**src/rtl/druaga_vram_pkg.sv**
```systemverilog
// Shared constants for the BG VRAM time-slot arbiter: pixel slots, CPU port IDs,
// and the byte-lane select bit of the CPU address.
package druaga_vram_pkg;

   typedef enum logic [1:0] {
      SLOT_VID = 2'd0,
      SLOT_C1  = 2'd1,
      SLOT_C2  = 2'd2,
      SLOT_C3  = 2'd3
   } slot_e;

   typedef enum logic {
      PORT_M = 1'b0,
      PORT_S = 1'b1
   } port_e;

   localparam int LANE_BIT = 11;

   function automatic logic [1:0] lane_we(input logic lane);
      return {lane, ~lane};
   endfunction

endpackage

```
**src/rtl/druaga_rr2.sv**
```systemverilog
// Two-way round-robin picker; the pointer remembers the last port granted so
// the other one wins the next tie.
module druaga_rr2
   import druaga_vram_pkg::*;
(
   input  logic       VCLKx4,
   input  logic       RESET,
   input  logic [1:0] req,
   input  logic       advance,
   output logic [1:0] grant
);

   port_e last;

   always_comb begin
      grant = req;
      if (req == 2'b11) grant = (last == PORT_S) ? 2'b01 : 2'b10;
   end

   always_ff @(posedge VCLKx4 or posedge RESET) begin
      if (RESET)                  last <= PORT_S;
      else if (advance && |grant) last <= port_e'(grant[1]);
   end

endmodule

```
**src/rtl/druaga_vram_arbiter.sv**
```systemverilog
// Time-slot arbiter for the 2Kx16 BG VRAM: one video fetch per pixel, the other
// three slots shared round-robin between the main and sub CPU REQ/ACK ports.
//
// slot     | meaning (slot whose MEM_* issue is being decided this cycle)
// SLOT_VID | video fetch of VID_A; PSYNC forces this slot
// SLOT_C1  | first CPU slot
// SLOT_C2  | second CPU slot
// SLOT_C3  | third CPU slot
module druaga_vram_arbiter
   import druaga_vram_pkg::*;
#(
   parameter logic [10:0] ADDR_MASK = 11'h7FF
) (
   input  logic        VCLKx4,
   input  logic        RESET,
   input  logic        PSYNC,
   input  logic [10:0] VID_A,
   output logic [15:0] VID_D,
   input  logic        M_REQ,
   input  logic        M_WE,
   input  logic [11:0] M_A,
   input  logic [7:0]  M_D,
   output logic [7:0]  M_Q,
   output logic        M_ACK,
   input  logic        S_REQ,
   input  logic        S_WE,
   input  logic [11:0] S_A,
   input  logic [7:0]  S_D,
   output logic [7:0]  S_Q,
   output logic        S_ACK,
   output logic [10:0] MEM_A,
   output logic [15:0] MEM_D,
   output logic [1:0]  MEM_WE,
   input  logic [15:0] MEM_Q
);

   slot_e       ph, slot, ph_next;
   logic        cpu_slot, grant_vld, m_busy, s_busy;
   logic [1:0]  qual, grant;
   port_e       grant_port;
   logic [11:0] g_a;
   logic [7:0]  g_d;
   logic        g_we;

   logic        iss_vld, iss_lane, iss_we, iss_vid;
   port_e       iss_port;
   logic        rd_vld, rd_lane, rd_we, rd_vid;
   port_e       rd_port;

   // a port stays busy from its grant until its ACK cycle
   assign m_busy = (iss_vld && iss_port == PORT_M) || (rd_vld && rd_port == PORT_M) || M_ACK;
   assign s_busy = (iss_vld && iss_port == PORT_S) || (rd_vld && rd_port == PORT_S) || S_ACK;

   always_ff @(posedge VCLKx4 or posedge RESET) begin
      if (RESET) ph <= SLOT_VID;
      else       ph <= ph_next;
   end

   always_comb begin
      slot     = PSYNC ? SLOT_VID : ph;
      ph_next  = slot_e'(2'(slot + 2'd1));
      cpu_slot = (slot == SLOT_C1) || (slot == SLOT_C2) || (slot == SLOT_C3);
      qual     = 2'b00;
      if (cpu_slot) qual = {S_REQ & ~s_busy, M_REQ & ~m_busy};
   end

   druaga_rr2 u_rr2 (
      .VCLKx4  (VCLKx4),
      .RESET   (RESET),
      .req     (qual),
      .advance (cpu_slot),
      .grant   (grant)
   );

   always_comb begin
      grant_vld  = |grant;
      grant_port = port_e'(grant[1]);
      g_a        = grant[1] ? S_A  : M_A;
      g_d        = grant[1] ? S_D  : M_D;
      g_we       = grant[1] ? S_WE : M_WE;
   end

   always_ff @(posedge VCLKx4 or posedge RESET) begin
      if (RESET) begin
         MEM_A    <= '0;
         MEM_D    <= '0;
         MEM_WE   <= '0;
         iss_vld  <= 1'b0;
         iss_port <= PORT_M;
         iss_lane <= 1'b0;
         iss_we   <= 1'b0;
         iss_vid  <= 1'b0;
      end else begin
         MEM_WE   <= 2'b00;
         iss_vld  <= grant_vld;
         iss_port <= grant_port;
         iss_lane <= g_a[LANE_BIT];
         iss_we   <= g_we;
         iss_vid  <= (slot == SLOT_VID);
         if (slot == SLOT_VID) begin
            MEM_A <= VID_A & ADDR_MASK;
         end else if (grant_vld) begin
            MEM_A <= g_a[10:0] & ADDR_MASK;
            MEM_D <= {g_d, g_d};
            if (g_we) MEM_WE <= lane_we(g_a[LANE_BIT]);
         end
      end
   end

   always_ff @(posedge VCLKx4 or posedge RESET) begin
      if (RESET) begin
         rd_vld  <= 1'b0;
         rd_port <= PORT_M;
         rd_lane <= 1'b0;
         rd_we   <= 1'b0;
         rd_vid  <= 1'b0;
      end else begin
         rd_vld  <= iss_vld;
         rd_port <= iss_port;
         rd_lane <= iss_lane;
         rd_we   <= iss_we;
         rd_vid  <= iss_vid;
      end
   end

   // MEM_Q is valid in the rd stage; video and CPU captures are independent
   always_ff @(posedge VCLKx4 or posedge RESET) begin
      if (RESET) begin
         M_ACK <= 1'b0;
         S_ACK <= 1'b0;
         M_Q   <= '0;
         S_Q   <= '0;
         VID_D <= '0;
      end else begin
         M_ACK <= rd_vld && rd_port == PORT_M;
         S_ACK <= rd_vld && rd_port == PORT_S;
         if (rd_vld && !rd_we) begin
            if (rd_port == PORT_M) M_Q <= rd_lane ? MEM_Q[15:8] : MEM_Q[7:0];
            else                   S_Q <= rd_lane ? MEM_Q[15:8] : MEM_Q[7:0];
         end
         if (rd_vid) VID_D <= MEM_Q;
      end
   end

endmodule

```
**config.mk**
```make
export PLATFORM = sky130hd
export DESIGN_NAME = druaga_vram_arbiter
export DESIGN_NICKNAME = d
export VERILOG_FILES = /design/src/rtl/druaga_vram_pkg.sv /design/src/rtl/druaga_rr2.sv /design/src/rtl/druaga_vram_arbiter.sv
export SDC_FILE = /design/constraint.sdc
export NUM_CORES = 1
export LEC_CHECK = 0
export BUFFER_PORTS_ARGS = -buffer_cell sky130_fd_sc_hd__buf_2
export CORE_MARGIN = 3
export CORE_UTILIZATION = 50
export CTS_CLUSTER_DIAMETER = 200
export DETAILED_ROUTE_END_ITERATION = 10
export PLACE_DENSITY = 0.89
export SLEW_MARGIN = 20
export SYNTH_ARGS = -nofsm -noshare
export SYNTH_HDL_FRONTEND = slang
export SYNTH_SLANG_ARGS = --single-unit
```
**constraint.sdc**
```tcl
create_clock -name VCLKx4 -period 3.95 [get_ports VCLKx4]
set_clock_uncertainty 0.1 [all_clocks]
set_input_delay 0 -clock VCLKx4 [delete_from_list [all_inputs] [get_ports VCLKx4]]
set_output_delay 0 -clock VCLKx4 [all_outputs]
set_load 0.005 [all_outputs]
```
==> impl_summary.md, run 1 <==
Status
The run finished with clean final reports.

Placement
The post-DP HPWL is 4990 µm. At the end of routability-driven placement, the weighted congestion stood at 0.750. The number of buffers inserted by port buffering is 136.

Global routing
The via count of the first global-routing pass is 2718. For this run, the total global-route usage over all layers was measured as 0.271. The pin count of the biggest net entering global routing is 36. The initial antenna violation count came to 0. Global routing finished with a remaining overflow of 0. The wire length of the first global-routing pass is 13200 µm.

Critical path
The largest incremental delay on the critical path is 0.61 ns. In this run the worst path has a maximum fanout of 18. The worst setup path is of the input pin to flop kind.

The most common cell type on the critical path is sky130_fd_sc_hd__dlygate4sd3_1. The worst path required time is 4.05 ns. The slowest cell on the critical path is sky130_fd_sc_hd__dlygate4sd3_1.

In this run the register-to-register setup slack is 0.62 ns. Traced cell by cell, the critical path runs through dlygate4sd3_1, buf_2, nand2b_1, ha_1, nor3b_1, a31o_1, buf_4, mux2i_1, o221ai_1, dlygate4sd3_1. At the worst endpoint, the arrival time is 3.54 ns. The endpoint kind of the worst setup timing path is a flop. The worst setup path is launched from an input pin.

Cells and area
0 antenna diodes ended up in the layout. The total number of nets in the final design is 509. Relative to the synthesized area, the layout overhead comes to 51.6%. In the layout the commonest cells are sky130_fd_sc_hd__buf_2 (136), sky130_fd_sc_hd__dfrtp_1 (67), sky130_fd_sc_hd__dlygate4sd3_1 (63). The most common cell after layout, fill and taps aside is sky130_fd_sc_hd__buf_2. At the end of the flow the core is filled with cells to 0.815. Of the cells placed in the final design, the portion with a size suffix greater than 1 is 0.398.

CTS
Counting the buffers created by CTS gives 9. The clock-pin slew on the worst setup and hold paths is 0.07 ns. The longest clock path from root to sink contains 2 buffers.

The post-CTS repair timing setup buffer count is 0. The root buffer cell chosen for the clock tree is sky130_fd_sc_hd__clkbuf_8. The clock net in this run drives a total of 68 sinks. The H-tree generated during clock tree synthesis spans 3 levels. TritonCTS built the clock tree. The clock insertion delay at the later pin of the skew report is 0.33 ns.

Timing
Setup repair after global routing left no endpoint under its margin. The number of endpoints with negative hold slack in the final report is 0. For the pin with the worst max-slew slack, the measured transition is 0.995 ns. The headroom to the max-slew limit is 0.336. The post-route fraction of the period consumed by the critical path is 0.869.

The total negative slack for setup checks is 0 ns. Based on the critical path, the design can be clocked at up to 0.291 GHz. Setup violations remaining at the end of the flow were counted as 0.

The number of max-slew violations in the final report came to 0. The minimum period implied by the final worst setup slack is 3.43 ns.

Detailed routing
Using the TritonRoute via totals, the vias-per-cell ratio works out to 5.25. The number of iterations in the first detailed-routing pass is 5. The number of remaining DRC errors is 0.

Summed over all layers, the routed wires come to 8710 µm. For this block, the initial DRC count from the detailed router was 157. Across all layers, the routed design uses 2662 vias.

The average routed wire per standard cell is 17.2 µm. The number of nets still failing antenna checks after routing is 0.

Die
The height of the chip is 81.8 µm. The die covers 0.00669 mm². The I/O pin total is 137. The initial core utilization is 0.538. The cell row count is 26. The floorplan step set the die width to 81.8 µm. The core region is 0.00534 mm².

Synthesis
The mapped netlist covers 0.00287 mm². The register bit count reported by yosys is 68. The net count after synthesis is 318. The Yosys step of the flow raised 0 warnings. Counting every instance in the synthesized netlist gives 243. The average instance in the mapped netlist occupies 11.8 µm². The distinct cell type count after synthesis is 30.

The share of the Yosys chip area taken by registers is 0.593. Of the post-synthesis cell area, the dominant cell type holds 0.584. Ranked by total cell area, the synthesized netlist is headed by sky130_fd_sc_hd__dfrtp_1 (58%), sky130_fd_sc_hd__mux2i_1 (9.4%), sky130_fd_sc_hd__mux2_2 (6.3%). The cell taking the most area after synthesis is sky130_fd_sc_hd__dfrtp_1.

Power and ir drop
For this design the ratio of total power to cell area is 527 mW/mm². The maximum vdd drop is 0.398 mV. The completed layout was analyzed and its total power is 2.29 mW.

The leakage power figure is 2.28 nW.

Min path
The tightest min-delay check is of the input pin to async pin type.

Run
The number of maximum-capacitance violations is 0.
==> Yosys cell counts <==
cell,number
sky130_fd_sc_hd__dfrtp_1,67
sky130_fd_sc_hd__nand2_1,30
sky130_fd_sc_hd__mux2i_1,27
sky130_fd_sc_hd__mux2_2,16
sky130_fd_sc_hd__inv_1,14
sky130_fd_sc_hd__a21oi_1,12
sky130_fd_sc_hd__o221ai_1,11
sky130_fd_sc_hd__clkbuf_1,10
sky130_fd_sc_hd__buf_4,9
sky130_fd_sc_hd__nor2_1,8
sky130_fd_sc_hd__o21ai_0,8
sky130_fd_sc_hd__o21ai_1,8
sky130_fd_sc_hd__nand2b_1,4
sky130_fd_sc_hd__buf_6,2
sky130_fd_sc_hd__mux2_1,2
sky130_fd_sc_hd__a21boi_2,1
sky130_fd_sc_hd__a31o_1,1
sky130_fd_sc_hd__and2_4,1
sky130_fd_sc_hd__buf_1,1
sky130_fd_sc_hd__dfstp_2,1
sky130_fd_sc_hd__ha_1,1
sky130_fd_sc_hd__inv_2,1
sky130_fd_sc_hd__nand3_1,1
sky130_fd_sc_hd__nand3b_1,1
sky130_fd_sc_hd__nand4bb_1,1
sky130_fd_sc_hd__nor2b_1,1
sky130_fd_sc_hd__nor2b_2,1
sky130_fd_sc_hd__nor3b_1,1
sky130_fd_sc_hd__or2_0,1
sky130_fd_sc_hd__or3b_1,1
==> critical path, delay by kind of cell <==
| family | cells | cell delay [ns] |
|---|---|---|
| buffers and inverters | 4 | 1.67 |
| AO/OA/AOI/OAI | 2 | 0.62 |
| AND/OR/NAND/NOR | 2 | 0.55 |
| adder cells (fa/ha/maj) | 1 | 0.39 |
| multiplexers | 1 | 0.30 |
==> timing repair <==
item | 4_1_cts | 5_1_grt
resized for setup | 0 | 0
endpoints found under the setup margin | 0 | 0
endpoints found under the hold margin | 90 | 0
hold buffers | 63 | 0
==> state kept, by name (all words and copies together), names as in the netlist <==
| register | flops |
|---|---|
| MEM_A | 11 |
| iss_vld | 1 |
| rd_port | 1 |
| u_rr2.last | 1 |
| S_Q | 8 |
| iss_lane | 1 |
| iss_vid | 1 |
| M_ACK | 1 |
| rd_vid | 1 |
| M_Q | 8 |
| rd_we | 1 |
| rd_vld | 1 |
| iss_we | 1 |
| MEM_D | 8 |
| rd_lane | 1 |
| ph | 2 |
| S_ACK | 1 |
| MEM_WE | 2 |
| iss_port | 1 |
| VID_D | 16 |
==> layer usage <==
layer	share of wire	GRT usage	vias up	wire length [µm]
li1	-	-	1204	-
met4	0.021	0.106	0	183
met1	0.37	0.305	1263	3260
met2	0.51	0.485	172	4460
met3	0.093	0.0713	23	809
met5	0	0	-	0
==> worst paths after layout <==
kind,from,endpoint,depth (start not counted)
worst max-delay path,PSYNC,MEM_A[0]$_DFFE_PP0P_,10
worst min-delay path,RESET,VID_D[13]$_DFFE_PP0P_,3
worst max register to register,ph[0]$_DFF_PP0_,MEM_A[0]$_DFFE_PP0P_,8
worst min register to register,iss_lane$_DFF_PP0_,rd_lane$_DFF_PP0_,0
max in group asynchronous,RESET,u_rr2.last$_DFFE_PP1P_,4
min in group VCLKx4,iss_lane$_DFF_PP0_,rd_lane$_DFF_PP0_,0
==> logic make-up after synthesis <==
logic type                 synth area share
DFF                                   0.593
AOI/OAI and AO/OA                    0.0894
buffers and inverters                0.0654
muxes                                 0.165
adders and majority gates           0.00436
and+or+nand+nor                      0.0828
==> layout make-up <==
type / count / area (µm²)
repair buffers: 202 / 1330
inverters: 15 / 56.3
multi-input cells: 138 / 980
well taps: 70 / 87.6
clock buffers: 12 / 155
fillers: 284 / 985
clock inverters: 2 / 35.0
flip-flops and latches: 68 / 1700
==> metrics by stage <==
stage	hold slack, ns	worst slack [ns]	cells	cell area (µm²)
6_report	0.221	0.516	507	4350
4_1_cts	0.232	0.674	507	4350
3_5_place_dp	0.0402	1.33	430	3530
2_1_floorplan	0.0268	2.02	243	2870
5_1_grt	0.262	0.367	507	4350
3_3_place_gp	0.0356	1.45	430	3530
==> report_power, final <==
group | total (mW) | internal (mW) | switching, mW
sequential | 1.03 | 0.895 | 0.138
clock | 0.555 | 0.319 | 0.236
combinational | 0.704 | 0.376 | 0.328
total | 2.29 | 1.59 | 0.702
Power figures use the tool's default switching activity.
==> inputs of run 2 (changes only) <==
- CORE_MARGIN: 3 -> 10
==> run 2 against run 1 <==
Compared with the run above:
- clock power increased by 6.1%
- largest power group unchanged
- non-clock buffer count unchanged
- critical path type unchanged
- highest routed layer unchanged
- sequential power is essentially flat
==> impl_summary.md, run 2 (same netlist as run 1, synthesis figures left out) <==
Critical path
The largest fanout of any net on the critical path is 27 (was 18). The type of the setup path with the least slack is input pin to flop (unchanged). The critical path startpoint category is an input pin (unchanged). The critical register-to-register path startpoint is ph[0]$_DFF_PP0_ (unchanged). The arrival time reported for the critical path endpoint is 3.26 ns (was 3.54 ns).

The endpoint of the most critical register-to-register path is MEM_A[10]$_DFFE_PP0P_ (was MEM_A[0]$_DFFE_PP0P_). The cell count of the worst reg-to-reg path was 8 (unchanged). The endpoint kind of the worst setup timing path is a flop (unchanged). The origin of the worst setup path was PSYNC (unchanged). The worst setup slack for register-to-register paths came to 0.85 ns (was 0.62 ns). The worst path required time came to 4.04 ns (was 4.05 ns).

Min path
The sink of the worst hold path is rd_we$_DFF_PP0_. The beginning of the worst hold path is iss_we$_DFF_PP0_. Counting instances, the worst hold path has a depth of 0. The class of the tightest hold or removal check is flop to flop (was input pin to async pin).

Global routing
The fraction of met2 tracks used by global routing is 0.347 (was 0.485). The overall fraction of global-route tracks in use is 0.213 (was 0.271). The wire length of the first global-routing pass is 15200 µm (was 13200 µm). The most utilized layer in the global route result is met2 (unchanged).

The met3 routing resource usage after global routing was 0.0926 (was 0.0713). The global-route met1 utilization was 0.245 (was 0.305). The initial antenna violation count is 0 (unchanged). The via count of the first global-routing pass is 2960 (was 2718). The pin count of the biggest net entering global routing is 69 (was 36). The total grt overflow is 0 (unchanged).

Timing
The post-route fraction of the period consumed by the critical path is 0.801 (was 0.869). The transition time at the pin with the least slew margin is 0.991 ns (was 0.995 ns). The number of max-slew violations in the final report is 0 (unchanged).

Setup repair after global routing missed its margin: no (unchanged). The final critical-path setup slack was 0.785 ns (was 0.516 ns). The total negative slack for setup checks was 0 ns (unchanged). The number of endpoints with negative hold slack in the final report is 0 (unchanged). The headroom to the max-slew limit is 0.338 (was 0.336). The highest clock rate is 0.316 GHz (was 0.291 GHz). The minimum period implied by the final worst setup slack is 3.17 ns (was 3.43 ns). The final setup violation count is 0 (unchanged).

CTS
The number of buffers on the longest clock path is 2 (unchanged). The clock-pin slew on the worst setup and hold paths is 0.07 ns (about the same). The total of hold buffers inserted after clock tree synthesis is 63 (unchanged). The maximum level of the CTS H-tree is 3 (unchanged). The post-cts sizing count is 0 (unchanged). The post-CTS repair timing setup buffer count is 0 (unchanged). The clock insertion delay at the later pin of the skew report is 0.33 ns (about the same). The TritonCTS buffer count is 9 (unchanged).

The root cell of the clock tree is sky130_fd_sc_hd__clkbuf_8 (unchanged). The TritonCTS clock tree is built (unchanged). The number of sinks handled by clock tree synthesis is 68 (unchanged).

Die
The I/O pin total is 137 (unchanged). The initial core utilization is 0.518 (was 0.538). The height of the chip is 95.8 µm (was 81.8 µm).

The die footprint is 0.00917 mm² (was 0.00669 mm²). The overall die width came to 95.8 µm (was 81.8 µm). The floorplan core area came to 0.00554 mm² (was 0.00534 mm²). The cell row count is 27 (was 26).

Cells and area
Most frequent cells in the layout: sky130_fd_sc_hd__buf_2 (136), sky130_fd_sc_hd__dfrtp_1 (67), sky130_fd_sc_hd__dlygate4sd3_1 (63) (unchanged). The register containing the most flip-flops in the final layout is VID_D (unchanged). The most common cell after layout, fill and taps aside was sky130_fd_sc_hd__buf_2 (unchanged).

The synthesis-to-finish area growth is 52.6% (was 51.6%). The total number of nets in the final design is 509 (unchanged). The ratio of cells with drive above 1 in the final layout is 0.403 (was 0.398).

The flip-flop count of the largest register after layout is 16 (unchanged). Biggest registers after layout: VID_D: 16 flops, MEM_A: 11 flops (unchanged).

Power and ir drop
The leakage power figure is 2.29 nW (was 2.28 nW). The areal power density over the cells is 534 mW/mm² (was 527 mW/mm²). The maximum vdd drop was 0.315 mV (was 0.398 mV).

Run
The number of maximum-capacitance violations is 0 (unchanged).

Detailed routing
The detail-routed via count per cell is 5.20 (was 5.25). The initial detailed-routing violation count came to 83 (was 157). The number of iterations in the first detailed-routing pass is 4 (was 5). The number of nets still failing antenna checks after routing is 0 (unchanged).

The overall via count from detail_route was 2670 (was 2662). The average routed wire per standard cell is 19.1 µm (was 17.2 µm). The overall routed net length is 9790 µm (was 8710 µm). The number of remaining DRC errors came to 0 (unchanged).

Placement
The post-placement worst setup slack was 1.49 ns (was 1.33 ns). The post-DP HPWL came to 5820 µm (was 4990 µm). The final RePlAce weighted congestion is 0.802 (was 0.750). The number of buffers inserted by port buffering is 136 (unchanged).

Status
Outcome: completed (unchanged).
-- run 2: routing by layer --
metal,vias to the layer above,routed length [µm]
li1,1204,-
met1,1285,3670
met2,165,4700
met3,16,1270
met4,0,147
met5,-,0
-- run 2: worst max-delay path, stage by stage --
cell	delay (ns)
sky130_fd_sc_hd__dlygate4sd3_1	0.53
sky130_fd_sc_hd__buf_2	0.13
sky130_fd_sc_hd__nand2b_1	0.16
sky130_fd_sc_hd__ha_1	0.39
sky130_fd_sc_hd__nor3b_1	0.43
sky130_fd_sc_hd__a31o_1	0.21
sky130_fd_sc_hd__buf_4	0.37
sky130_fd_sc_hd__mux2i_1	0.26
sky130_fd_sc_hd__o221ai_1	0.14
sky130_fd_sc_hd__dlygate4sd3_1	0.62
-- run 2: per-stage QoR --
| stage | cells | area, µm² | util | total power, mW | hold WS, ns |
|---|---|---|---|---|---|
| 4_1_cts | 511 | 4370 | 0.790 | 2.32 | 0.256 |
| 5_1_grt | 511 | 4370 | 0.790 | 2.48 | 0.264 |
| 3_3_place_gp | 432 | 3530 | 0.638 | 1.61 | 0.114 |
| 6_report | 513 | 4380 | 0.790 | 2.34 | 0.252 |
| 2_1_floorplan | 243 | 2870 | - | 1.35 | 0.0268 |
| 3_5_place_dp | 432 | 3530 | 0.638 | 1.64 | 0.118 |
-- run 2: where the power goes --
group	internal, mW	switching [mW]	leakage, nW	total, mW
logic	0.377	0.342	1.37	0.718
registers	0.894	0.138	0.805	1.03
clock network	0.327	0.262	0.106	0.589
total	1.60	0.742	2.29	2.34
-- run 2: worst max-delay path by stage --
stage,cells past startpoint,slack (ns),endpoint
after detailed placement,7,1.49,MEM_A[10]$_DFFE_PP0P_
after CTS,10,0.92,MEM_A[10]$_DFFE_PP0P_
after floorplan,7,2.02,iss_lane$_DFF_PP0_
after global placement,7,1.63,MEM_A[9]$_DFFE_PP0P_
final,10,0.78,MEM_A[10]$_DFFE_PP0P_
after global routing,10,0.61,MEM_A[3]$_DFFE_PP0P_
-- run 2: area by class of cell --
cell class                 count  area, µm²
antenna                        2       5.00
tap                           72       90.1
inverter                      15       56.3
multi-input combinational    138        980
timing repair buffer         202       1330
sequential                    68       1700
clock buffer                  11        151
clock inverter                 5       60.1
fill                         316       1160
